## config.mk

```make
export PLATFORM = sky130hd
export DESIGN_NAME = fht_but_pipe
export DESIGN_NICKNAME = d
export VERILOG_FILES = /design/src/rtl/fht_but_pipe.sv
export SDC_FILE = /design/constraint.sdc
export NUM_CORES = 1
export LEC_CHECK = 0
export BUFFER_PORTS_ARGS = -buffer_cell sky130_fd_sc_hd__buf_4
export CAP_MARGIN = 10
export CORE_AREA = 2 2 202 204
export DETAILED_ROUTE_END_ITERATION = 12
export DIE_AREA = 0 0 204 206
export PLACE_DENSITY = 0.83
export SYNTH_ARGS = -nofsm -noshare
export SYNTH_HDL_FRONTEND = slang
export SYNTH_SLANG_ARGS = --single-unit
```

## constraint.sdc

```tcl
create_clock -name iCLK -period 9.75 [get_ports iCLK]
set_clock_uncertainty 0.2 [all_clocks]
set_input_delay 1.95 -clock iCLK [delete_from_list [all_inputs] [get_ports iCLK]]
set_output_delay 1.95 -clock iCLK [all_outputs]
set_load 0.01 [all_outputs]
```

## src/rtl/fht_but_pipe.sv

```systemverilog
// Three-stage radix-2 Hartley butterfly with valid/ready flow control, coefficient
// rounding, optional /2 output scaling, saturation and a sticky overflow status.
module fht_but_pipe #(
    parameter int D_BIT   = 17,
    parameter int W_BIT   = 12,
    parameter int W_HALF  = 512,
    parameter int CNT_BIT = 16
) (
    input  logic                    iCLK,
    input  logic                    iRESET,
    input  logic                    iVALID,
    output logic                    oREADY,
    input  logic signed [D_BIT-1:0] iX_0,
    input  logic signed [D_BIT-1:0] iX_1,
    input  logic signed [D_BIT-1:0] iX_2,
    input  logic signed [W_BIT-1:0] iSIN,
    input  logic signed [W_BIT-1:0] iCOS,
    input  logic                    iSCALE,
    output logic                    oVALID,
    input  logic                    iREADY,
    output logic signed [D_BIT-1:0] oY_0,
    output logic signed [D_BIT-1:0] oY_1,
    output logic                    oOVF,
    output logic [CNT_BIT-1:0]      oOVF_CNT,
    input  logic                    iCLR_OVF
);

    localparam int P_W = D_BIT + W_BIT;
    localparam int A_W = P_W + 1;
    localparam int T_W = D_BIT + 3;
    localparam int S_W = D_BIT + 4;
    localparam logic signed [A_W-1:0] RND     = A_W'(W_HALF);
    localparam logic signed [S_W-1:0] SAT_MAX = S_W'((2 ** (D_BIT - 1)) - 1);
    localparam logic signed [S_W-1:0] SAT_MIN = S_W'(-(2 ** (D_BIT - 1)));

    function automatic logic signed [T_W-1:0] f_round(input logic signed [P_W-1:0] a,
                                                      input logic signed [P_W-1:0] b);
        logic signed [A_W-1:0] sum;
        sum = A_W'(a) + A_W'(b) + RND;
        return T_W'(sum >>> (W_BIT - 2));
    endfunction

    function automatic logic signed [S_W-1:0] f_scale(input logic signed [S_W-1:0] s,
                                                      input logic sc);
        return sc ? ((s + S_W'(1)) >>> 1) : s;
    endfunction

    function automatic logic f_ovf(input logic signed [S_W-1:0] s);
        return (s > SAT_MAX) || (s < SAT_MIN);
    endfunction

    function automatic logic signed [D_BIT-1:0] f_sat(input logic signed [S_W-1:0] s);
        if (s > SAT_MAX) return D_BIT'(SAT_MAX);
        if (s < SAT_MIN) return D_BIT'(SAT_MIN);
        return D_BIT'(s);
    endfunction

    logic                    w_adv;
    logic                    w_load;
    logic                    w_ovf_evt;
    logic signed [P_W-1:0]   w_pc;
    logic signed [P_W-1:0]   w_ps;
    logic signed [S_W-1:0]   w_s0_p1;
    logic signed [S_W-1:0]   w_s1_p1;

    logic                    r_vld_p0;
    logic                    r_vld_p1;
    logic signed [P_W-1:0]   r_pc_p0;
    logic signed [P_W-1:0]   r_ps_p0;
    logic signed [D_BIT-1:0] r_x0_p0;
    logic                    r_scl_p0;
    logic signed [T_W-1:0]   r_t_p1;
    logic signed [D_BIT-1:0] r_x0_p1;
    logic                    r_scl_p1;

    assign w_adv  = ~oVALID | iREADY;
    assign oREADY = w_adv;
    assign w_load = w_adv & r_vld_p1;

    assign w_pc = P_W'(iX_1) * P_W'(iCOS);
    assign w_ps = P_W'(iX_2) * P_W'(iSIN);

    always_ff @(posedge iCLK) begin
        if (!iRESET) begin
            r_vld_p0 <= 1'b0;
            r_vld_p1 <= 1'b0;
            oVALID   <= 1'b0;
        end else if (w_adv) begin
            r_vld_p0 <= iVALID;
            r_vld_p1 <= r_vld_p0;
            oVALID   <= r_vld_p1;
        end
    end

    // Stage 1: products, x0 and scale flag
    always_ff @(posedge iCLK) begin
        if (w_adv && iVALID) begin
            r_pc_p0  <= w_pc;
            r_ps_p0  <= w_ps;
            r_x0_p0  <= iX_0;
            r_scl_p0 <= iSCALE;
        end
    end

    // Stage 2: rounded rotation term t
    always_ff @(posedge iCLK) begin
        if (w_adv && r_vld_p0) begin
            r_t_p1   <= f_round(r_pc_p0, r_ps_p0);
            r_x0_p1  <= r_x0_p0;
            r_scl_p1 <= r_scl_p0;
        end
    end

    // Stage 3: sum/difference, optional halving, saturation into the output register
    assign w_s0_p1   = f_scale(S_W'(r_x0_p1) + S_W'(r_t_p1), r_scl_p1);
    assign w_s1_p1   = f_scale(S_W'(r_x0_p1) - S_W'(r_t_p1), r_scl_p1);
    assign w_ovf_evt = w_load & (f_ovf(w_s0_p1) | f_ovf(w_s1_p1));

    always_ff @(posedge iCLK) begin
        if (!iRESET) begin
            oY_0 <= '0;
            oY_1 <= '0;
        end else if (w_load) begin
            oY_0 <= f_sat(w_s0_p1);
            oY_1 <= f_sat(w_s1_p1);
        end
    end

    // A clear coinciding with an overflowing load keeps that one event.
    always_ff @(posedge iCLK) begin
        if (!iRESET) begin
            oOVF     <= 1'b0;
            oOVF_CNT <= '0;
        end else if (iCLR_OVF) begin
            oOVF     <= w_ovf_evt;
            oOVF_CNT <= CNT_BIT'(w_ovf_evt);
        end else if (w_ovf_evt) begin
            oOVF <= 1'b1;
            if (oOVF_CNT != '1) oOVF_CNT <= oOVF_CNT + CNT_BIT'(1);
        end
    end

endmodule
```

# == Word level (Yosys, flattened, before mapping) ==
# Cells that the tools add are included.
# op_classes
n_reduce_logical,9
magnitude_cmp,4
addsub,7
n_bitwise,6
n_mul,2
muxes,29
n_eq_ne,1
# ops
op,count
$mux 17,8
$mul 17x12->29,2
$add 21x2->21 const B,2
$gt 21x17->1 const B,2
$lt 21x17->1 const B,2
$mux 21,2
$add 29x29->30,1
$add 30x11->30 const B,1
$add 17x20->21,1
$sub 17x20->21,1
$mux 1,19
$add 16x1->16 const B,1
$ne 16x16->1 const B,1
$reduce_and 2->1,2
$reduce_bool 2->1,2
$and 1x1->1,2
$logic_and 1x1->1,2
$logic_or 1x1->1,2
$not 1->1,2
$or 1x1->1,2
$reduce_or 2->1,1
# word_totals
regBits,168
output_inout_bits,53
input_bits,81
word_cells,73

# == Depth between registers and ports, before layout ==
# Gate-level depths: netlist of the first run.
# depth
word_depth,12
mapped_depth,28
ltp_nobuf,26

# == Worst setup path before layout of the first run ==
# Ideal clock, no wire load.
# synth_path
path_type,input -> register
startpoint,input iSIN[2]
endpoint,"register r_ps_p0[27], data pin"
setup_ps,266
arrival_ps,7769
t_required_ps,9284
path_stages,26
slack_ps,1515
n_path_buf,2
cell_sequence,clkbuf_1 -> clkbuf_1 -> nand2_1 -> fa_1 -> inv_1 -> ha_1 -> inv_1 -> fa_1 -> fa_1 -> fa_1 -> inv_1 -> ha_1 -> nor2b_1 -> o21ai_0 -> a21boi_0 -> o21ai_0 -> a21boi_0 -> o21ai_0 -> a21oi_1 -> o41ai_1 -> o21ai_0 -> nor4_1 -> nor2_1 -> a41o_1 -> o41ai_1 -> xnor2_1
# synth_via
elab_chain_cells,1
# synth_rtl
item,line,rtl
start: declaration,16,"input logic signed [W_BIT-1:0] iSIN,"
$mul 17x12->29,81,assign w_ps = P_W'(iX_2) * P_W'(iSIN);
via w_ps[27],62,logic signed [P_W-1:0] w_ps;
end signal: assignment,99,r_ps_p0 <= w_ps;
end: declaration,69,logic signed [P_W-1:0] r_ps_p0;
# The timed path passes the listed nets, and every way through them passes these cells.
# A chain may end at the register's enable or synchronous reset.

# == Worst setup path after layout of the first run ==
# Ends and elaborated chain as after synthesis.

==> summary.txt, run 1 <==
Status = completed
Clock sink count = 168
Number of CTS-inserted buffers = 17
Async SR Flop Fraction = 0%
GRT overflow = 0
CP peak stage delay = 570 ps
I/O pin total = 134
Starting density of the core = 63.5%
Crit end category = flop
Wirelength, routed = 58.8 mm
GRT Util Overall = 28.6%
Final Hold Fails = 0
Placed cell area = 26700 sq um
Post-Syn Area = 25500 sq um
Yosys warns = 0
Filler cell count = 3109
P_leak = 12.5 nW
# nets final = 3476
Largest net degree at the start of global routing = 69
Total design power = 10.5 mW
Worst EP required = 9730 ps
Drt pass-1 iters = 7
Post-route clock period utilization = 85.7%
Initial DRC Count = 1192
Synthesized instance count = 2769
Worst-path maximum fanout = 17
Min Tclk post-route = 8360 ps
Via count = 19513
Synth Area per Inst = 9.21 sq um
Wire per inst = 17.6 um
Final Max Tran Viols = 0
Initial antenna violation count = 1
Syn-to-layout area delta = 6.79%
Post-synthesis cell type count = 99
Sequential area share after synthesis = 17.7%
Max-cap violations = 0
Floorplan core area = 40200 sq um
Setup fix buffers added after clock tree synthesis = 0
Syn Nets = 3448
Peak supply drop = 0.357 mV
Crit Path Class = in2reg
Setup TNS = 0 ps
# rows = 74
Final instance area = 27200 sq um
Post-CTS sizing = 0
ANT nets after route = 0
Final core utilization = 67.8%
Clk_lat worst skew = 440 ps
Max Freq = 0.120 GHz
Layout cell share with drive strength beyond 1 = 8.29%
Post-DP HPWL = 46.9 mm
DR vias/cell = 5.84
Register bit total from synthesis = 168
DIE AREA = 42000 sq um
Final setup fails = 0
Clk slew on worst S/H paths = 60 ps
Hold_ws = 219 ps
EDFF count, synth = 114
CP top delay family = adder cells
Clk root buf = clkbuf_16
Post-route DRC = 0
Worst path slowest cell = o41ai_1
Die X-Extent = 204 um
RSZ-0062 raised after global routing = no
Worst slew pin tran = 1010 ps
Global-route wire length before repair = 96.0 mm
Clock Tree Buf Depth = 2
Pre-CTS setup slack = 1100 ps
GP Congestion = 0.926
TritonCTS clock tree = yes
I/O Buffers = 133
Worst setup SP type = primary input
HP Class = reg2reg
Power density of the placed cells = 386 nW/um^2
Placed insts = 3310
Slew margin rel. = 32.8%
Buf+Inv Stages, Crit Path = 4
Die Ht = 206 um
Non-Filler Instances = 3343
Crit path DAT = 8340 ps
Vias in the first global route = 20258
Final worst slack = 1390 ps
Dominant synthesized flop cell = edfxtp_1
Post-CTS Hold Buffers = 0
CTS H-Tree Depth = 4
==> power by group <==
group / switching (mW) / leakage (nW) / internal [mW]
Combinational: 4.86 / 10.6 / 3.55
Sequential: 0.0923 / 1.54 / 1.36
Clock: 0.296 / 0.276 / 0.352
==> flip-flops by register name (all words and copies together), names as in the netlist, 16 cells and up <==
register	flops
r_pc_p0	29
r_ps_p0	29
r_t_p1	20
oY_0	17
oY_1	17
r_x0_p0	17
r_x0_p1	17
oOVF_CNT	16
==> synthesized netlist by cell type (8+ instances only) <==
| library cell | n | share of area, % |
|---|---|---|
| a211oi_1 | 20 | 0.59 |
| a21boi_0 | 14 | 0.41 |
| a21o_1 | 24 | 0.71 |
| a21oi_1 | 93 | 1.8 |
| and2_1 | 157 | 3.8 |
| and3_1 | 16 | 0.39 |
| buf_2 | 10 | 0.20 |
| clkbuf_1 | 109 | 1.6 |
| dfxtp_1 | 54 | 4.2 |
| edfxtp_1 | 114 | 13 |
| fa_1 | 378 | 30 |
| ha_1 | 220 | 11 |
| inv_1 | 463 | 6.8 |
| mux2i_1 | 14 | 0.55 |
| nand2_1 | 329 | 4.8 |
| nand2b_1 | 52 | 1.3 |
| nand3_1 | 43 | 0.84 |
| nand4_1 | 25 | 0.61 |
| nor2_1 | 115 | 1.7 |
| nor2b_1 | 41 | 1.0 |
| nor3_1 | 45 | 0.88 |
| nor4_1 | 8 | 0.20 |
| o211a_1 | 9 | 0.35 |
| o211ai_1 | 10 | 0.29 |
| o21a_1 | 14 | 0.41 |
| o21ai_0 | 69 | 1.4 |
| o21bai_1 | 8 | 0.24 |
| o31ai_1 | 18 | 0.53 |
| or2_2 | 13 | 0.32 |
| or3_1 | 10 | 0.25 |
| or4_1 | 8 | 0.24 |
| xnor2_1 | 82 | 2.8 |
| xor2_1 | 18 | 0.62 |
==> final cells by class <==
type / count / area [sq um] / share of cell area (%)
inverter: 464 / 1740 / 6.39
multi-input combinational: 2008 / 18700 / 68.8
timing repair buffer: 138 / 1040 / 3.80
sequential: 168 / 4500 / 16.5
tap: 532 / 666 / 2.44
clock buffer: 21 / 472 / 1.73
antenna: 1 / 2.50 / 0.00919
clock inverter: 11 / 91.3 / 0.335
==> cell families (layout without fill, tap and decap cells) <==
group	after synthesis	after routing	synth area share (%)
multiplexers	18	18	0.726
AND/OR/NAND/NOR	885	885	17.2
XOR/XNOR	101	101	3.50
buffers and inverters	593	634	8.94
flip-flops	168	168	17.7
other	0	1	0
adder cells (fa/ha/maj)	598	598	40.5
AO/OA/AOI/OAI	406	406	11.5
==> per-layer routing <==
metal	part of all wire (%)	wire length [um]	GRT usage, %
met1	38	22200	32.8
met2	54	31600	54.1
met3	4.7	2730	3.12
met4	3.9	2290	11.9
met5	0	0	0
==> placed cells by master (no fill, tap or decap), types with 10 or more instances in the layout <==
| cell type | instances |
|---|---|
| nand3_1 | 43 |
| o21ai_0 | 69 |
| inv_1 | 463 |
| xor2_1 | 18 |
| or2_2 | 13 |
| o211ai_1 | 10 |
| nor2_1 | 115 |
| o21a_1 | 14 |
| dfxtp_1 | 54 |
| a211oi_1 | 20 |
| ha_1 | 220 |
| a21oi_1 | 93 |
| nand2_1 | 329 |
| a21o_1 | 24 |
| mux2i_1 | 14 |
| and3_1 | 16 |
| and2_1 | 155 |
| nor3_1 | 45 |
| buf_4 | 138 |
| clkbuf_16 | 18 |
| xnor2_1 | 82 |
| a21boi_0 | 14 |
| nor2b_1 | 41 |
| fa_1 | 378 |
| nand4_1 | 25 |
| edfxtp_1 | 114 |
| o31ai_1 | 18 |
| nand2b_1 | 52 |
| or3_1 | 10 |
==> final timing paths <==
kind / start / end / slack (ps) / depth (start not counted)
worst max register to register: r_x0_p1[3] / oOVF_CNT[9] / 4010 / 15
worst min register to register: r_x0_p0[11] / r_x0_p1[11] / 220 / 0
worst min-delay path: r_x0_p0[11] / r_x0_p1[11] / 220 / 0
worst max-delay path: iSIN[2] / r_ps_p0[27] / 1390 / 25
Power figures use the tool's default switching activity.
==> inputs of run 2 (changes only) <==
--- a/config.mk
+++ b/config.mk
@@ -7,9 +7,11 @@
 export LEC_CHECK = 0
 export BUFFER_PORTS_ARGS = -buffer_cell sky130_fd_sc_hd__buf_4
 export CAP_MARGIN = 10
-export CORE_AREA = 2 2 202 204
+export CELL_PAD_IN_SITES_DETAIL_PLACEMENT = 0
+export CELL_PAD_IN_SITES_GLOBAL_PLACEMENT = 2
+export CORE_AREA = 2 2 253 255
 export DETAILED_ROUTE_END_ITERATION = 12
-export DIE_AREA = 0 0 204 206
+export DIE_AREA = 0 0 255 257
 export PLACE_DENSITY = 0.83
 export SYNTH_ARGS = -nofsm -noshare
 export SYNTH_HDL_FRONTEND = slang
==> summary.txt, run 2 (synthesis gave the netlist of run 1 again) <==
Post-CTS sizing = 0 (unchanged)
RSZ-0062 raised after global routing = no
Setup TNS = 0 ps (unchanged)
N_diodes = 0 (-1)
Worst-path maximum fanout = 17 (unchanged)
Worst EP required = 9760 ps (+30 ps)
Initial antenna violation count = 6 (+5)
Status = completed
Commonest cells after routing, fill and taps aside = inv_1 (463), fa_1 (378), nand2_1 (329)
Clock Tree Buf Depth = 2 (unchanged)
Initial DRC Count = 1009 (-15%)
Wirelength, routed = 62.4 mm (+6.3%)
Min Tclk post-route = 8170 ps (-184 ps)
DIE AREA = 65500 sq um (+56%)
Pre-CTS setup slack = 1060 ps (-43.5 ps)
Die X-Extent = 255 um (+25%)
P_leak = 12.5 nW (about the same)
Global-route wire length before repair = 102 mm (+5.8%)
Post-CTS Hold Buffers = 0 (unchanged)
I/O pin total = 134 (unchanged)
Drt pass-1 iters = 7 (unchanged)
ANT nets after route = 0 (unchanged)
Die Ht = 257 um (+25%)
Most common cell after layout, fill and taps aside = inv_1
Layout cell share with drive strength beyond 1 = 8.33% (+0.036 points)
Crit path DAT = 8190 ps (-150 ps)
Max Freq = 0.122 GHz (+2.3%)
Post-route DRC = 0 (unchanged)
Final Hold Fails = 0 (unchanged)
Syn-to-layout area delta = 8.32%
TritonCTS clock tree = yes
Post-route clock period utilization = 83.8% (-1.9 points)
Clk root buf = clkbuf_16
CTS H-Tree Depth = 4 (unchanged)
# nets final = 3476 (unchanged)
Max-cap violations = 0 (unchanged)
Clk_lat worst skew = 470 ps (+30 ps)
Clock sink count = 168 (unchanged)
Vias in the first global route = 19740 (-2.6%)
Starting density of the core = 40.7% (-23 points)
Final worst slack = 1580 ps (+184 ps)
Post-DP HPWL = 50.5 mm (+7.6%)
Slew margin rel. = 29.8% (-3.0 points)
Worst slew pin tran = 1050 ps (+45.1 ps)
Worst setup SP type = primary input
Via count = 18915 (-3.1%)
GRT overflow = 0 (unchanged)
Final Max Tran Viols = 0 (unchanged)
HP Class = reg2reg
Largest registers = r_pc_p0 (29), r_ps_p0 (29), r_t_p1 (20)
Floorplan core area = 62700 sq um (+56%)
GP Congestion = 0.814 (-12%)
Final setup fails = 0 (unchanged)
DR vias/cell = 5.17 (-11%)
Largest net degree at the start of global routing = 67 (-2.9%)
Number of CTS-inserted buffers = 17 (unchanged)
Clk slew on worst S/H paths = 70 ps (about the same)
I/O Buffers = 133 (unchanged)
Wire per inst = 17.1 um (-2.8%)
Setup fix buffers added after clock tree synthesis = 0 (unchanged)
GRT Util Overall = 19.7% (-8.9 points)
Crit Path Class = in2reg
Power density of the placed cells = 379 nW/um^2 (-1.9%)
# rows = 92 (+24%)
Peak supply drop = 0.290 mV (-19%)
Crit end category = flop
-- run 2: path summary, 6_finish.rpt --
check	start	endpoint	slack, ps	cells after the start
setup / recovery	iSIN[2]	r_ps_p0[27]	1580	25
hold reg to reg	r_scl_p0	r_scl_p1	220	0
setup reg to reg	r_x0_p1[3]	oOVF_CNT[5]	3980	15
hold / removal	r_scl_p0	r_scl_p1	220	0
-- run 2: area by class of cell --
class	instances	area (sq um)
clock buffers	18	429
clock inverters	14	134
fillers	6115	35100
inverters	464	1740
multi-input cells	2008	18700
flip-flops and latches	168	4500
well taps	846	1060
repair buffers	138	1040
-- run 2: critical path: stages --
cell and delay, ps:
buf_4 220, nand2_1 110, fa_1 540, inv_1 40, ha_1 260, inv_1 50, fa_1 510, fa_1 440
fa_1 550, inv_1 40, ha_1 320, nor2b_1 140, o21ai_0 180, a21boi_0 160, o21ai_0 260, a21boi_0 160
o21ai_0 260, a21oi_1 140, o41ai_1 540, o21ai_0 290, nor4_1 230, nor2_1 110, a41o_1 260, o41ai_1 300
xnor2_1 110
-- run 2: stage by stage --
stage	cell area, sq um	util (%)	power (mW)	hold slack [ps]	instances
after global routing	27600	44.0	11.7	232	3656
after floorplan	25500	-	7.87	200	2769
after CTS	27600	44.0	10.6	221	3656
final	27600	44.0	10.5	219	3656
after global placement	27100	43.2	9.80	205	3624
after detailed placement	27100	43.2	9.91	205	3624
-- run 2: power breakdown --
part | internal [mW] | total [mW] | switching (mW)
Clock | 0.336 | 0.656 | 0.320
Combinational | 3.54 | 8.35 | 4.81
Sequential | 1.36 | 1.46 | 0.0933
Total | 5.24 | 10.5 | 5.22
-- run 2: per-layer routing --
| metal | vias to the layer above | wire length [um] | part of all wire, % | track usage [%] |
|---|---|---|---|---|
| met5 | - | 29 | 0.046 | 0 |
| met1 | 9438 | 25500 | 41 | 23.4 |
| li1 | 9042 | - | - | - |
| met2 | 351 | 33200 | 53 | 36.2 |
| met4 | 4 | 1580 | 2.5 | 6.17 |
| met3 | 80 | 2100 | 3.4 | 2.77 |
